### config.mk
export PLATFORM = sky130hd
export DESIGN_NAME = tick_debouncer
export DESIGN_NICKNAME = d
export VERILOG_FILES = /design/src/rtl/debounce_pkg.sv /design/src/rtl/bit_synchronizer.sv /design/src/rtl/tick_debouncer.sv
export SDC_FILE = /design/constraint.sdc
export NUM_CORES = 1
export LEC_CHECK = 0
export CORE_AREA = 2 2 39 41
export CTS_CLUSTER_SIZE = 24
export DETAILED_ROUTE_END_ITERATION = 7
export DIE_AREA = 0 0 41 43
export GPL_ROUTABILITY_DRIVEN = 0
export PLACE_DENSITY_LB_ADDON = 0.05
export RECOVER_POWER = 25
export SLEW_MARGIN = 20
export SYNTH_ARGS = -nofsm -noshare
export SYNTH_HDL_FRONTEND = slang
export SYNTH_SLANG_ARGS = --single-unit
### constraint.sdc
create_clock -name clk -period 1.7 [get_ports clk]
set_clock_uncertainty 0.05 [all_clocks]
set_input_delay 0.34 -clock clk [delete_from_list [all_inputs] [get_ports clk]]
set_output_delay 0.34 -clock clk [all_outputs]
set_load 0.05 [all_outputs]
### src/rtl/debounce_pkg.sv
// Shared constants for the switch debouncer: FSM state encodings and a clog2 helper.
package debounce_pkg;

    localparam int unsigned STATE_W = 2;

    localparam logic [STATE_W-1:0] ZERO  = 2'b00;
    localparam logic [STATE_W-1:0] WAIT1 = 2'b01;
    localparam logic [STATE_W-1:0] ONE   = 2'b10;
    localparam logic [STATE_W-1:0] WAIT0 = 2'b11;

    // Smallest width able to index 'value' distinct items.
    function automatic int unsigned clog2(input int unsigned value);
        int unsigned result;
        result = 0;
        while ((64'd1 << result) < 64'(value)) begin
            result = result + 1;
        end
        return result;
    endfunction

endpackage

### src/rtl/bit_synchronizer.sv
// Multi-stage flop chain bringing one asynchronous bit into the clk domain.
// All stages reset asynchronously to 0.
module bit_synchronizer #(
    parameter int unsigned SYNC_STAGES = 2
) (
    input  logic clk,
    input  logic reset,
    input  logic d,
    output logic q
);

    if (SYNC_STAGES < 2) begin : g_bad_stages
        $error("bit_synchronizer: SYNC_STAGES must be >= 2");
    end

    logic [SYNC_STAGES-1:0] sync_q;

    always_ff @(posedge clk or posedge reset) begin
        if (reset) begin
            sync_q <= '0;
        end else begin
            sync_q <= {sync_q[SYNC_STAGES-2:0], d};
        end
    end

    assign q = sync_q[SYNC_STAGES-1];

endmodule

### src/rtl/tick_debouncer.sv
// Tick-paced switch debouncer: synchronizer, 4-state FSM and stability down-counter.
// Define DB_FALL_TICK_EN to add the db_fall_tick output and its register.
module tick_debouncer #(
    parameter int unsigned STABLE_TICKS = 3,
    parameter int unsigned SYNC_STAGES  = 2
) (
    input  logic clk,
    input  logic reset,
    input  logic sample_tick,
    input  logic sw,
    output logic db_level,
    output logic db_tick
`ifdef DB_FALL_TICK_EN
    ,
    output logic db_fall_tick
`endif
);

    import debounce_pkg::*;

    if (STABLE_TICKS < 1) begin : g_bad_ticks
        $error("tick_debouncer: STABLE_TICKS must be >= 1");
    end

    localparam int unsigned CNT_W = (STABLE_TICKS < 1) ? 1 : clog2(STABLE_TICKS + 1);
    localparam logic [CNT_W-1:0] CNT_LOAD = CNT_W'(STABLE_TICKS);
    localparam logic [CNT_W-1:0] CNT_ONE  = CNT_W'(1);

    logic               sw_s;
    logic [STATE_W-1:0] state_q, state_d;
    logic [CNT_W-1:0]   cnt_q, cnt_d;
    logic               db_tick_q;

    bit_synchronizer #(
        .SYNC_STAGES(SYNC_STAGES)
    ) u_sync (
        .clk  (clk),
        .reset(reset),
        .d    (sw),
        .q    (sw_s)
    );

    // Loss of the candidate level aborts before a coincident tick is considered.
    always_comb begin
        state_d = state_q;
        cnt_d   = cnt_q;
        case (state_q)
            ZERO: begin
                if (sw_s) begin
                    state_d = WAIT1;
                    cnt_d   = CNT_LOAD;
                end
            end
            WAIT1: begin
                if (!sw_s) begin
                    state_d = ZERO;
                end else if (sample_tick) begin
                    if (cnt_q == CNT_ONE) begin
                        state_d = ONE;
                    end else begin
                        cnt_d = cnt_q - CNT_ONE;
                    end
                end
            end
            ONE: begin
                if (!sw_s) begin
                    state_d = WAIT0;
                    cnt_d   = CNT_LOAD;
                end
            end
            WAIT0: begin
                if (sw_s) begin
                    state_d = ONE;
                end else if (sample_tick) begin
                    if (cnt_q == CNT_ONE) begin
                        state_d = ZERO;
                    end else begin
                        cnt_d = cnt_q - CNT_ONE;
                    end
                end
            end
            default: begin
                state_d = ZERO;
            end
        endcase
    end

    always_ff @(posedge clk or posedge reset) begin
        if (reset) begin
            state_q   <= ZERO;
            cnt_q     <= '0;
            db_tick_q <= 1'b0;
        end else begin
            state_q   <= state_d;
            cnt_q     <= cnt_d;
            db_tick_q <= (state_q == WAIT1) && (state_d == ONE);
        end
    end

    assign db_level = (state_q == ONE) || (state_q == WAIT0);
    assign db_tick  = db_tick_q;

`ifdef DB_FALL_TICK_EN
    logic db_fall_tick_q;

    always_ff @(posedge clk or posedge reset) begin
        if (reset) begin
            db_fall_tick_q <= 1'b0;
        end else begin
            db_fall_tick_q <= (state_q == WAIT0) && (state_d == ZERO);
        end
    end

    assign db_fall_tick = db_fall_tick_q;
`endif

endmodule

==> metrics, run 1 <==
Cells after Synth=23; GRT Overall Usage=8.409%; # DRC=0; root buffer cell=clkbuf_4; Syn-to-layout area delta=33.90%; ant diodes=0; GRT overflow=0; Seq/Total Area, Yosys=59.32%; Syn Area/Cell=12.84 sq um; fmax=738.7 MHz; Post-synth EDFFs=0; wire length per cell=around 10 um; pin count of the biggest net entering global routing=8; PortBufs=5; Slew Limit Fails=0; reg2reg setup slack=0.35 ns; Cell Pwr Density=1642 nW/um^2; syn nets=28; element type at the critical path end=flop; Initial Util=21.34%; antenna-violating nets left=0; post-synth top area cell=dfrtp_1; Synth Flop Type=dfrtp_1; H-tree levels=1; crit path time final=1.354 ns; Synth Area in XOR/XNOR=under 10%; Worst VDD drop=0.5330 mV; unrepaired setup endpoints after global routing=false; hold path depth=0; Critical Path AT=1.42 ns; Hold Buf Count CTS=0; layout cells sized above 1=25.81%; DR vias/cell=4.170; post-synthesis async set-or-reset flop share=100.0%; max_cap viols=0; TritonRoute pass-1 iters=1; final hold viol count=0; core area=1384 sq um; CTS tree=done; Post-Synth Adder-Cell Area=4.237%; Rel. slew slack=82.47%; period utilization=79.63%; largest cells by area after synthesis=dfrtp_1 59%, xnor2_2 5.5%, ha_1 4.2%; DIE HEIGHT=approximately 43 um; Worst-path clk slew=0.05 ns; DIE AREA=1763 sq um; later-pin clock latency in the skew report=0.25 ns; status=completed; worst reg2reg path startpoint=cnt_q[0]; largest family of logic cells by synthesized area=simple AND/OR/NAND/NOR gates; hold_sp=u_sync.sync_q[0]; largest fanout on the critical path=4; Yosys reg bits=7; hold endpoint=u_sync.sync_q[1]; number of post-CTS setup repair buffers=0; most frequent cells after synthesis=7 x dfrtp_1, 2 x inv_1; mux cell area share after synthesis=3.814%; complex-gate fraction of the synthesized area=7.627%; CTS Buf Count=3; setup_tns=0 ns; number of antenna violations at the first check in global routing=0; critical path required time=1.77 ns; Worst Path Class, Setup=flop to flop; post-synthesis simple-gate area fraction=roughly 16%; post-synth top area share=a little under 60%; Synth Cell Area=295.3 sq um; Hold Slack=about 0.3 ns; Static Leak=0.1795 nW; reg2reg path depth=4; Max Root-Sink Buffers=2; drt total wl=487 um; measured slew at the worst slew-check pin=0.2627 ns; most numerous cell in the Yosys netlist=dfrtp_1; # rows=14; Synth cell types=16; first-pass GRT wire length=roughly 920 um; clk sinks=7; Ys Warns=0; NumNets Final=37; Starting DRT DRC Count=0; setup violators final=0; total I/O pin count=6; HP Class=flop to flop; DR vias=between 150 and 200; CTS resizes=0; vias in the first global route=224; Setup crit start kind=flop; Die W=41 um; reg2reg end=cnt_q[1]
==> metrics by stage <==
stage	cells	setup WS [ns]	total power [mW]	area [sq um]	utilization [%]
6_report	47	0.3463	0.6491	395.4	28.57
5_1_grt	47	0.2384	0.7048	395.4	28.57
4_1_cts	47	0.3405	0.6630	395.4	28.57
3_5_place_dp	43	0.2043	0.5034	369.1	26.67
3_3_place_gp	43	0.2272	0.4953	369.1	26.67
2_1_floorplan	23	0.4357	0.4228	295.3	-
==> report_power, final <==
part | leakage [nW] | total (mW) | switching [mW] | internal [mW]
sequential | 0.0811 | 0.261 | 0.0472 | 0.214
combinational | 0.0834 | 0.237 | 0.112 | 0.125
clock | 0.0150 | 0.151 | 0.0618 | 0.0896
total | 0.179 | 0.649 | 0.221 | 0.428
==> how the worst max path moves through the flow <==
stage	depth (start not counted)	end	from	slack (ns)
after floorplan	4	cnt_q[1]	cnt_q[0]	0.44
after CTS	4	cnt_q[1]	cnt_q[0]	0.34
final	4	cnt_q[1]	cnt_q[0]	0.35
after global routing	4	cnt_q[1]	cnt_q[0]	0.24
after detailed placement	4	cnt_q[1]	sample_tick	0.20
after global placement	4	cnt_q[1]	sample_tick	0.23
==> flip-flops by register name, indices dropped and copies added, names as in the netlist <==
register	count
db_tick	1
state_q	2
u_sync.sync_q	2
cnt_q	2
==> metal layers <==
metal / routed length, um / GRT usage (%) / up-vias
met5: 0 / 0 / -
met4: 4 / 8.000 / 0
met3: 29 / 3.665 / 2
met2: 241 / 10.94 / 4
met1: 212 / 9.603 / 92
li1: - / - / 98
==> critical path, cell delays in order (launching register included) <==
cell,delay [ns]
dfrtp_1,0.39
ha_1,0.21
nand2b_1,0.19
nor4b_1,0.29
a211oi_1,0.09
==> layout by cell type (no fill, tap or decap) <==
cell | Yosys | layout
a21oi_1 | 1 | 1
nand2b_1 | 1 | 1
nor4b_1 | 1 | 1
clkdlybuf4s50_1 | 0 | 2
inv_1 | 2 | 2
and3_1 | 1 | 1
buf_12 | 0 | 1
dfrtp_1 | 7 | 7
buf_4 | 0 | 1
mux2_2 | 1 | 1
nand2_1 | 1 | 1
o32a_1 | 1 | 1
dlygate4sd3_1 | 0 | 1
ha_1 | 1 | 1
a211oi_1 | 1 | 1
xnor2_2 | 1 | 1
nand3_1 | 1 | 1
clkbuf_4 | 0 | 3
and2b_2 | 1 | 1
clkbuf_1 | 1 | 1
nor3b_1 | 1 | 1
==> logic make-up (layout without fill, tap and decap cells) <==
kind of cell             after synthesis  after routing
flip-flops                             7              7
AND/OR/NAND/NOR                        7              7
AO/OA/AOI/OAI                          3              3
buffers and inverters                  3             11
adder cells (fa/ha/maj)                1              1
XOR/XNOR                               1              1
multiplexers                           1              1
==> final cells by class <==
class	count	area, sq um
clock buffer	4	26.28
timing repair buffer	5	57.56
fill	148	988.4
tap	16	20.02
sequential	7	175.2
multi-input combinational	13	108.9
inverter	2	7.507
Power figures use the tool's default switching activity.
==> run 2, diff against run 1 <==
Clock period 1.7 ns to 1.29 ns, I/O delays scaled along.
==> run 2 against run 1 <==
  * Via count up 4.1%
  * Sequential share of layout area down 6.3 points
  * Wire length up 14%
  * Fmax up 8.7%
  * Die area unchanged
  * Clock power up 31%
  * Core utilization up 4.7 points
  * Largest cell class unchanged
  * Largest power group is now combinational logic
  * Highest routed layer is now met3
==> metrics, run 2 (synthesis results as in run 1) <==
Rel. slew slack=77.43%; Int Pwr=0.6568 mW; # rows=14; period utilization=96.51%; critical path required time=1.37 ns; clk sinks=7; Cell Pwr Density=2193 nW/um^2; setup violators final=0; Setup crit start kind=flop; first-pass GRT wire length=around 970 um; final hold viol count=0; CTS tree=done; crit path from=cnt_q[0]; final std cells w/o fill=between 40 and 50; DIE HEIGHT=about 43 um; Critical Path AT=1.32 ns; most frequent cells in the layout=7 x dfrtp_1, 3 x clkbuf_4, 2 x clkdlybuf4s50_1, 2 x buf_12; HP Class=flop to flop; wire length per cell=about 12 um; TritonRoute pass-1 iters=4; NumNets Final=38; Worst Path Class, Setup=flop to flop; Worst VDD drop=0.7185 mV; reg2reg end=cnt_q[0]; layout cells sized above 1=46.88%; Hold Buf Count CTS=0; sequential share of power=between 30% and 40%; vias in the first global route=229; GRT overflow=0; Max Root-Sink Buffers=2; NetSw=0.3532 mW; GRT Overall Usage=9.146%; H-tree levels=1; antenna-violating nets left=0; max_cap viols=0; status=completed; fmax=803.2 MHz; Final WS setup=approximately 0.045 ns; crit path time final=1.245 ns; DIE AREA=1763 sq um; Static Leak=0.1927 nW; DR vias/cell=4.250; drt total wl=555 um; # DRC=0; measured slew at the worst slew-check pin=0.3369 ns; Starting DRT DRC Count=2; core area=between 1000 and 1500 sq um; pin count of the biggest net entering global routing=8; largest registers=cnt_q x2, state_q x2, u_sync.sync_q x2; PortBufs=5; total I/O pin count=6; unrepaired setup endpoints after global routing=true; later-pin clock latency in the skew report=0.25 ns; ant diodes=0; Switching Share=34.97%; hpwl dp=~370 um; number of antenna violations at the first check in global routing=0; Hold Slack=between 0.2 and 0.3 ns; largest fanout on the critical path=4; reg2reg setup slack=0.05 ns; reg2reg path depth=3; Pwr Total=1.010 mW; element type at the critical path end=flop; root buffer cell=clkbuf_4; Syn-to-layout area delta=55.93%; Worst-path clk slew=around 0.050 ns; CTS Buf Count=3; DR vias=204; Die W=41 um; Comb pwr share=between 40% and 50%; Slew Limit Fails=0; Clock power frac=19.6%; most common cell after layout, fill and taps aside=dfrtp_1; worst reg2reg path startpoint=cnt_q[0]; Placed Cells incl. Taps=44; Initial Util=21.34%; number of post-CTS setup repair buffers=0; Critical Path Sink=cnt_q[0]; dpl ws=-0.1470 ns
==> run 2: worst min path at each step <==
stage,startpoint,to,slack [ns],cells after the start
after global placement,u_sync.sync_q[0],u_sync.sync_q[1],0.30,0
after floorplan,reset,cnt_q[0],0.01,1
after detailed placement,u_sync.sync_q[0],u_sync.sync_q[1],0.29,0
after CTS,reset,db_tick,0.18,2
final,u_sync.sync_q[0],u_sync.sync_q[1],0.30,0
after global routing,u_sync.sync_q[0],u_sync.sync_q[1],0.32,0
==> run 2: timing repair <==
action | 4_1_cts | 5_1_grt
endpoints found under the setup margin | 2 | 3
pin swaps | 0 | 3
resized for setup | 2 | 6
==> run 2: layout make-up <==
| class | count | area (sq um) |
|---|---|---|
| Clock buffer | 4 | 26.28 |
| Fill cell | 144 | 923.4 |
| Inverter | 2 | 7.507 |
| Multi-Input combinational cell | 13 | 153.9 |
| Sequential cell | 7 | 175.2 |
| Tap cell | 16 | 20.02 |
| Timing Repair Buffer | 6 | 77.57 |
==> run 2: power groups by stage <==
stage / Sequential [mW] / Clock (mW) / Combinational, mW
floorplan: 0.332 / 0 / 0.226
global placement: 0.341 / 0 / 0.332
detailed placement: 0.342 / 0 / 0.346
CTS: 0.340 / 0.213 / 0.376
global route: 0.364 / 0.226 / 0.505
finish: 0.352 / 0.198 / 0.460
==> run 2: critical path, cell delays in order, from the launching register on <==
cell and delay (ns):
dfrtp_1 0.40, ha_4 0.17, nand2b_4 0.16, o32a_1 0.35
==> run 2: metrics by stage <==
| step | utilization [%] | area (sq um) | TNS, ns |
|---|---|---|---|
| after floorplan | - | 295.3 | 0 |
| after global placement | 28.12 | 389.1 | -0.2336 |
| after detailed placement | 28.12 | 389.1 | -0.2841 |
| after CTS | 31.01 | 429.2 | 0 |
| after global routing | 33.27 | 460.4 | -0.003038 |
| final | 33.27 | 460.4 | 0 |
==> run 2: per-layer routing <==
metal	track usage (%)	up-vias	wire length [um]
met5	0	-	0
met4	10.00	0	0
met3	3.665	0	27
met2	11.88	6	312
met1	10.03	100	215
li1	-	98	-
